===== config.mk =====
export PLATFORM = sky130hd
export DESIGN_NAME = stage_operator_writeback
export DESIGN_NICKNAME = d
export VERILOG_FILES = /design/src/rtl/stage_operator_writeback.sv
export SDC_FILE = /design/constraint.sdc
export NUM_CORES = 1
export LEC_CHECK = 0
export CAP_MARGIN = 20
export CELL_PAD_IN_SITES_DETAIL_PLACEMENT = 1
export CELL_PAD_IN_SITES_GLOBAL_PLACEMENT = 1
export CORE_ASPECT_RATIO = 1.75
export CORE_MARGIN = 5
export CORE_UTILIZATION = 40
export CTS_BUF_LIST = sky130_fd_sc_hd__clkbuf_4 sky130_fd_sc_hd__clkbuf_8
export CTS_CLUSTER_DIAMETER = 50
export DETAILED_ROUTE_END_ITERATION = 8
export DONT_BUFFER_PORTS = 1
export HOLD_SLACK_MARGIN = 0.12
export PLACE_DENSITY_LB_ADDON = 0.15
export SYNTH_ARGS = -nofsm -noshare
export SYNTH_HDL_FRONTEND = slang
export SYNTH_SLANG_ARGS = --single-unit

===== constraint.sdc =====
create_clock -name i_Clock -period 7.9 [get_ports i_Clock]
set_input_delay 2.37 -clock i_Clock [delete_from_list [all_inputs] [get_ports i_Clock]]
set_output_delay 2.37 -clock i_Clock [all_outputs]
set_load 0.05 [all_outputs]

===== src/rtl/stage_operator_writeback.sv =====
// Operator writeback stage: registers each finished operator sample onto the
// modulator writeback bus, and mixes all carrier operators of a frame into one
// audio sample with a one-cycle valid strobe.
// Optional build macro STAGE_WRITEBACK_SATURATE_EN: clamp the mixed sample to
// the signed 16-bit range instead of wrapping.
// i_AlgorithmWord is carried as a flat vector; bit IS_CARRIER_BIT is the
// IsCarrier field, and the remaining bits are not used by this stage.
module stage_operator_writeback #(
   parameter int unsigned NUM_VOICE_OPERATORS = 128,
   parameter int unsigned ACC_WIDTH           = 23,
   parameter int unsigned ALG_WIDTH           = 8,
   parameter int unsigned IS_CARRIER_BIT      = 0,
   localparam int unsigned ID_WIDTH           = $clog2(NUM_VOICE_OPERATORS)
) (
   input  logic                       i_Clock,
   input  logic                       i_Reset_n,
   input  logic                       i_Valid,
   input  logic                       i_NoteOn,
   input  logic [ID_WIDTH-1:0]        i_VoiceOperator,
   input  logic [ALG_WIDTH-1:0]       i_AlgorithmWord,
   input  logic signed [15:0]         i_OperatorOutput,
   output logic                       o_WritebackValid,
   output logic [ID_WIDTH-1:0]        o_OperatorWritebackID,
   output logic signed [15:0]         o_OperatorWritebackValue,
   output logic signed [15:0]         o_Sample,
   output logic                       o_SampleValid,
   output logic                       o_FrameError
);

   localparam logic [ID_WIDTH-1:0] LastId = ID_WIDTH'(NUM_VOICE_OPERATORS - 1);

`ifdef STAGE_WRITEBACK_SATURATE_EN
   localparam logic signed [ACC_WIDTH-1:0] SatMax = ACC_WIDTH'(32767);
   localparam logic signed [ACC_WIDTH-1:0] SatMin = ACC_WIDTH'(-32768);
`endif

   logic                        wb_valid_q, wb_valid_d;
   logic [ID_WIDTH-1:0]         wb_id_q, wb_id_d;
   logic signed [15:0]          wb_value_q, wb_value_d;
   logic signed [15:0]          sample_q, sample_d;
   logic                        sample_valid_q, sample_valid_d;
   logic                        frame_error_q, frame_error_d;
   logic signed [ACC_WIDTH-1:0] acc_q, acc_d;
   logic [ID_WIDTH-1:0]         expected_q, expected_d;

   logic signed [15:0]          eff;
   logic signed [ACC_WIDTH-1:0] contrib;
   logic signed [ACC_WIDTH-1:0] sum;
   logic signed [15:0]          sum_fmt;
   logic                        aligned;
   logic                        is_last;

   // Non-carrier bits of the algorithm word ride along unused here.
   logic unused_alg;
   assign unused_alg = ^i_AlgorithmWord;

   // Effective value, mix contribution and the running frame sum.
   always_comb begin
      eff     = i_NoteOn ? i_OperatorOutput : 16'sd0;
      contrib = i_AlgorithmWord[IS_CARRIER_BIT] ?
                {{(ACC_WIDTH - 16){eff[15]}}, eff} : '0;
      aligned = (i_VoiceOperator == expected_q);
      is_last = (i_VoiceOperator == LastId);
      // A misaligned slot restarts the frame, so the old partial sum is dropped.
      sum     = (aligned ? acc_q : '0) + contrib;
`ifdef STAGE_WRITEBACK_SATURATE_EN
      if (sum > SatMax) begin
         sum_fmt = 16'sh7fff;
      end else if (sum < SatMin) begin
         sum_fmt = -16'sh8000;
      end else begin
         sum_fmt = sum[15:0];
      end
`else
      sum_fmt = sum[15:0];
`endif
   end

   // Next-state for writeback bus, mixer and frame tracking.
   always_comb begin
      wb_valid_d     = i_Valid;
      wb_id_d        = wb_id_q;
      wb_value_d     = wb_value_q;
      sample_d       = sample_q;
      sample_valid_d = 1'b0;
      frame_error_d  = frame_error_q;
      acc_d          = acc_q;
      expected_d     = expected_q;
      if (i_Valid) begin
         wb_id_d    = i_VoiceOperator;
         wb_value_d = eff;
         if (!aligned) begin
            frame_error_d = 1'b1;
         end
         if (is_last) begin
            sample_d       = sum_fmt;
            sample_valid_d = 1'b1;
            acc_d          = '0;
            expected_d     = '0;
         end else begin
            acc_d      = sum;
            expected_d = i_VoiceOperator + ID_WIDTH'(1);
         end
      end
   end

   // State registers with asynchronous active-low reset.
   always_ff @(posedge i_Clock or negedge i_Reset_n) begin
      if (!i_Reset_n) begin
         wb_valid_q     <= 1'b0;
         wb_id_q        <= '0;
         wb_value_q     <= '0;
         sample_q       <= '0;
         sample_valid_q <= 1'b0;
         frame_error_q  <= 1'b0;
         acc_q          <= '0;
         expected_q     <= '0;
      end else begin
         wb_valid_q     <= wb_valid_d;
         wb_id_q        <= wb_id_d;
         wb_value_q     <= wb_value_d;
         sample_q       <= sample_d;
         sample_valid_q <= sample_valid_d;
         frame_error_q  <= frame_error_d;
         acc_q          <= acc_d;
         expected_q     <= expected_d;
      end
   end

   assign o_WritebackValid         = wb_valid_q;
   assign o_OperatorWritebackID    = wb_id_q;
   assign o_OperatorWritebackValue = wb_value_q;
   assign o_Sample                 = sample_q;
   assign o_SampleValid            = sample_valid_q;
   assign o_FrameError             = frame_error_q;

endmodule


==> out/metrics.cfg <==
[synthesis]
ys_async_sr_fraction=1.000
synth.most_common_cell=dfrtp_1
ys_types=50
syn_area_um2=3607
ys_warn_count=0
synth.top_cell.area_share=0.4509
ys.flop_type=dfrtp_1
syn_inst=372
syn_nets=424
synth.top_cells.by_count=65 x dfrtp_1, 33 x o21ai_0, 27 x nand2_1
synth_area_leaders=dfrtp_1 45%, ha_1 5.5%, o21ai_0 4.6%
synth_edf_count=0
yosys_register_bits=65
yosysSeqAreaShare=0.4509
avgSynthCellArea_um2=9.697
synth.largest_area_cell=dfrtp_1

[floorplan]
rows=46
core_area_um2=8921
dieArea_um2=11090
die_height_um=135.6
initial_core_util=0.4043
pin_count=77
die_x_um=81.79

[setup_path]
start_kind=input port
crit_slowest_cell=or4_1
arrival_ps=5230
cp_cell_sequence=xnor2_1, nand2_1, nor3_2, buf_4, and2_1, ha_1, inv_1, fa_1, and2b_2, o21ai_2, a21oi_2, a31oi_4, or4_1, nand3_1
worstPathRequired_ps=8190
crit_path_max_incr_delay_ps=510
critPathKind=in2reg
crit_path_max_fanout=16
end_kind=register

[timing]
tns_ps=0
finalSetupViolCount=0
hold_viol=0
rsz0062_at_grt=false
finalMaxSlewViolations=0
fin_crit_ps=4944
max_slew_margin=0.4789
skew_ps=8.901
max_freq_mhz=202.2
hold-worst-slack_ps=486.8
fin_crit_sh=0.6259
worstMarginPinSlew_ps=780.8

[power_and_ir_drop]
finalPower_mw=0.7470
power_density_nw_per_um2=194.5
ir_worst_vdd_v=0.0001144
leakagePower_nw=1.729

[clock_tree]
cts_buffers=9
ctsHoldBuffers=0
cts_tree=yes
clock-sinks=65
postCtsSetupRepairBufs=0
clockRootBuffer=clkbuf_8
cts_resized=0
clkTransAtPathRegs_ps=80
htreeDepth=3
cts_buffer_depth=2
clk_latency_ps=350

[drt]
drt-pass1-iter-count=4
final_antenna_net_count=0
viasPerCell=5.476
routed_wl_um=9087
drtIter0Drc=74
post_drt_wl_per_cell_um=18.66
vias=2667
drc=0

[hold_path]
min_path_type=reg2reg

[grt]
grt_use_total=0.1778
gr-total-overflow=0
grt_antenna_before_repair=0
grt_pass1_wl_um=14870
grt_pass1_vias=2865
grt_max_degree=66

[layout]
syn2layout_area_growth_pct=6.486
multi_input_comb_area_um2=1764
diodes=0
drive_gt1_frac=0.1008
seq_area_um2=1627
fin_nets=414
num-fill-cells=1040
design_area_um2=3841

[flow_run]
cap_violations=0

[place]
placed_area_um2=3646
io_buffers=0
gp_congestion=0.8258
hpwl_um=6762

[status]
outcome=finished clean

==> cells by family (layout without fill, tap and decap cells) <==
group	after synthesis	in the layout	synth area share
buf+inv	47	42	0.06139
compound gates	95	95	0.1741
xor+xnor	25	25	0.06070
mux	7	7	0.02185
flops	65	65	0.4509
simple gates	116	116	0.1700
fa+ha+maj	17	17	0.06105
==> worst paths after layout <==
path	slack, ps	start	to	cells after the start
max reg2reg	4540	expected_q[2]	acc_q[14]	14
max	2960	i_VoiceOperator[2]	acc_q[14]	14
max in group asynchronous	6030	i_Reset_n	o_OperatorWritebackID[6]	0
min reg2reg	490	acc_q[13]	acc_q[13]	1
min	490	acc_q[13]	acc_q[13]	1
min in group asynchronous	1710	i_Reset_n	acc_q[14]	0
==> final cells by class <==
type / count / share of cell area
multi-input combinational: 260 / 0.4593
sequential: 65 / 0.4235
tap: 120 / 0.03909
clock buffer: 9 / 0.03225
inverter: 24 / 0.02345
clock inverter: 7 / 0.01857
timing repair buffer: 2 / 0.003909
==> registers in the layout, summed over array words and instances, names as in the netlist <==
| name | flops |
|---|---|
| o_FrameError | 1 |
| acc_q | 16 |
| o_OperatorWritebackValue | 16 |
| o_WritebackValid | 1 |
| o_OperatorWritebackID | 7 |
| o_SampleValid | 1 |
| expected_q | 7 |
| o_Sample | 16 |
==> where the power goes <==
part | internal, mW | total, mW | switching, mW | leakage, nW
logic | 0.0244 | 0.0515 | 0.0271 | 0.793
registers | 0.353 | 0.413 | 0.0605 | 0.845
clock network | 0.145 | 0.282 | 0.137 | 0.0912
==> cell usage in the layout (no fill, tap or decap), drive strengths merged, types with 5 or more instances in the layout <==
cell / n
o2bb2ai: 14
o21ai: 35
nand2: 28
and2: 16
dfrtp: 65
nand4: 7
a21oi: 20
nor2: 10
mux2: 7
xor2: 10
xnor2: 15
clkbuf: 9
a21o: 5
and3: 17
ha: 16
nand3: 26
inv: 24
==> per-layer routing <==
layer / vias up / part of all wire / track usage
li1: 1283 / - / -
met1: 1317 / 0.41 / 0.2144
met2: 56 / 0.51 / 0.2835
met3: 11 / 0.062 / 0.06858
met4: 0 / 0.016 / 0.06562
met5: - / 0 / 0
==> metrics by stage <==
stage / instances / utilization / worst slack [ps]
floorplan: 372 / - / 2501
global placement: 471 / 0.4087 / 2652
detailed placement: 471 / 0.4087 / 2563
CTS: 487 / 0.4306 / 2933
global route: 487 / 0.4306 / 2808
finish: 487 / 0.4306 / 2956
==> worst max-delay path: cells and delay by family <==
kind                       cells  cell delay, ps
and+or+nand+nor                6            1270
adders and majority gates      2             590
AOI/OAI and AO/OA              3             520
buffers and inverters          2             310
xor gates and xnor gates       1             160
(Power assumes the default switching activity.)
==> RTL edit: new RTL, same settings <==
`ACC_WIDTH`: 23 -> 21.
--- a/src/rtl/stage_operator_writeback.sv
+++ b/src/rtl/stage_operator_writeback.sv
@@ -9,3 +9,3 @@
    parameter int unsigned NUM_VOICE_OPERATORS = 128,
-   parameter int unsigned ACC_WIDTH           = 23,
+   parameter int unsigned ACC_WIDTH           = 21,
    parameter int unsigned ALG_WIDTH           = 8,
Check against the original RTL: same outputs for any inputs over 4 cycles, from zero or initial values and one cycle with i_Reset_n low; that may be too few to reach the edited logic, so the function may still have changed.
==> RTL edit against the unedited design <==
Sequential cell count did not move. Synthesized area fell by 3.3%. Total power rose by 2.2%. Sequential power barely moved. Register-to-register slack got worse by 270 ps. Design area fell by 1.2%. Synthesized cell count fell by 6.2%. Critical path depth fell by 1. Fmax fell by 5.3%. Setup slack got worse by 280 ps. Die area fell by 3.0%. Wire length fell by 5.9%. Combinational power fell by 6.4%. Largest power group unchanged. Highest routed layer unchanged.
==> RTL edit: results (changes against the unedited design) <==
Drt
  – DR iter-0 viols: 92 (was 74)
  – Vias per cell: 5.328 (was 5.476)
  – WL final: 8548 µm (was 9087 µm)
  – DR pass1 iterations: 4 (unchanged)

Global routing
  – Vias in the first global route: 2660 (was 2865)
  – Global Route Usage Sum: 17.13% (was 17.78%)
  – First-pass GRT wire length: 13980 µm (was 14870 µm)

CTS
  – Setup Buffers After CTS: 0 (unchanged)
  – H-tree depth: 3 (unchanged)
  – Clock-pin slew on the worst setup and hold paths: 60 ps (was 80 ps)
  – CTS root buf: clkbuf_8 (unchanged)
  – Max clock buf depth: 2 (unchanged)
  – Total CTS buffers: 9 (unchanged)
  – Post-cts gate resize count: 0 (unchanged)

Worst setup path
  – Slowest-stage cell, CP: nor3_2 (was or4_1)
  – Worst endpoint data arrival time: 5440 ps (was 5230 ps)
  – CP startpoint: i_VoiceOperator[3] (was i_VoiceOperator[2])
  – Worst r2r src: expected_q[3]$_DFFE_PN0P_ (was expected_q[2]$_DFFE_PN0P_)
  – R2r setup slk: 4270 ps (was 4540 ps)
  – Worst Path Max Fanout: 16 (unchanged)
  – Reg-to-reg endpoint: acc_q[14]$_DFFE_PN0P_ (unchanged)
  – R2R depth: 13 (was 14)
  – CP peak stage delay: 720 ps (was 510 ps)

Worst hold path
  – Worst hold path class: reg2reg (unchanged)
  – Min-delay src: acc_q[13]$_DFFE_PN0P_ (unchanged)

Yosys
  – Syn Nets: 401 (was 424)
  – Commonest cells post-synth: 65 x dfrtp_1, 35 x o21ai_0, 25 x nand2_1 (was 65 x dfrtp_1, 33 x o21ai_0, 27 x nand2_1)
  – Most common flop cell mapped by yosys: dfrtp_1 (unchanged)
  – Seq/Total Area, Yosys: 46.63% (was 45.09%)
  – Distinct cells, synth: 46 (was 50)
  – Synth top area cells: dfrtp_1 47%, ha_1 5.7%, o21ai_0 5.0%, o2bb2ai_1 4.8%, xnor2_1 4.0% (was dfrtp_1 45%, ha_1 5.5%, o21ai_0 4.6%, xnor2_1 3.6%, nand3_1 3.6%)
  – Synth warn: 0 (unchanged)

STA
  – Setup Skew: 12.17 ps (was 8.901 ps)
  – Setup total negative slack: 0 ps (unchanged)
  – Setup ws final: 2678 ps (was 2956 ps)
  – Slew headroom: 38.55% (was 47.89%)

Cells and area
  – N_diodes: 0 (unchanged)
  – Share of post-route cells with drive strength above 1: 9.456% (was 10.08%)
  – Fillers: 977 (was 1040)

Place
  – Place WS: 2245 ps (was 2563 ps)
  – Count of input and output buffers: 0 (unchanged)
  – Routability cong.: 0.8419 (was 0.8258)
  – Post-DP HPWL: 6345 µm (was 6762 µm)

Run status
  – Status: finished clean (unchanged)

Power and ir drop
  – Maximum vdd drop: 0.1067 mV (was 0.1144 mV)
  – Static leakage: 0.001795 µW (was 0.001729 µW)
  – Switching share of power: 27.39% (was 30.11%)
## RTL edit: cell types whose count changed after synthesis, sizes merged, moves of 3 or more
cell	delta
a21oi	-8
clkbuf	-6
nand4	-6
nand3	-5
nor2	-5
o2bb2ai	+5
a21o	+3
a22o	-3
## RTL edit: how the worst max path moves through the flow
stage	endpoint	depth (start not counted)
finish	acc_q[14]$_DFFE_PN0P_	13
global route	acc_q[14]$_DFFE_PN0P_	13
CTS	o_Sample[14]$_DFFE_PN0P_	13
detailed placement	o_Sample[11]$_DFFE_PN0P_	12
global placement	o_Sample[14]$_DFFE_PN0P_	13
floorplan	o_Sample[14]$_DFFE_PN0P_	14
## RTL edit: logic make-up (layout without fill, tap and decap cells)
logic type / count (synthesis) / in the layout / share of synthesized area [%]
AOI/OAI and AO/OA: 97 / 97 / 18.47
and+or+nand+nor: 96 / 96 / 14.81
DFF: 65 / 65 / 46.63
buffers and inverters: 41 / 41 / 5.057
xor gates and xnor gates: 27 / 27 / 6.779
adders and majority gates: 17 / 17 / 6.313
muxes: 6 / 6 / 1.937
## RTL edit: layout make-up
| class | count | share of cell area [%] |
|---|---|---|
| Timing Repair Buffer | 1 | 0.6596 |
| Tap cell | 117 | 3.859 |
| Multi-Input combinational cell | 243 | 44.56 |
| Clock inverter | 2 | 0.9235 |
| Clock buffer | 14 | 4.749 |
| Inverter | 24 | 2.375 |
| Sequential cell | 65 | 42.88 |
## RTL edit: worst max-delay path: cells and delay by family
kind,cells,cell delay (ps)
simple gates,4,1280
buf+inv,1,70
fa+ha+maj,2,600
compound gates,4,710
xor+xnor,2,400
## RTL edit: power by group through the flow
stage,combinational (µW),clock [µW],sequential [µW]
final,48.2,303,412
after global routing,54.9,330,415
after CTS,49.5,314,413
after detailed placement,49.5,0,419
after global placement,47.0,0,419
after floorplan,44.7,0,414
## RTL edit: metal layers
layer,vias to the layer above,GRT usage [%],part of all wire (%)
li1,1223,-,-
met1,1186,20.42,41
met2,61,27.72,51
met3,13,5.616,6.2
met4,0,7.613,2.2
met5,-,0,0
## RTL edit: through the flow
step | total power (µW) | instances | cell area [µm²] | util [%] | hold WS [ps]
after floorplan | 458.9 | 349 | 3488 | - | 448.1
after global placement | 465.5 | 449 | 3553 | 41.25 | 463.9
after detailed placement | 468.0 | 449 | 3553 | 41.25 | 470.2
after CTS | 776.6 | 465 | 3769 | 43.75 | 488.1
after global routing | 800.2 | 466 | 3794 | 44.04 | 503.8
final | 763.6 | 466 | 3794 | 44.04 | 478.8
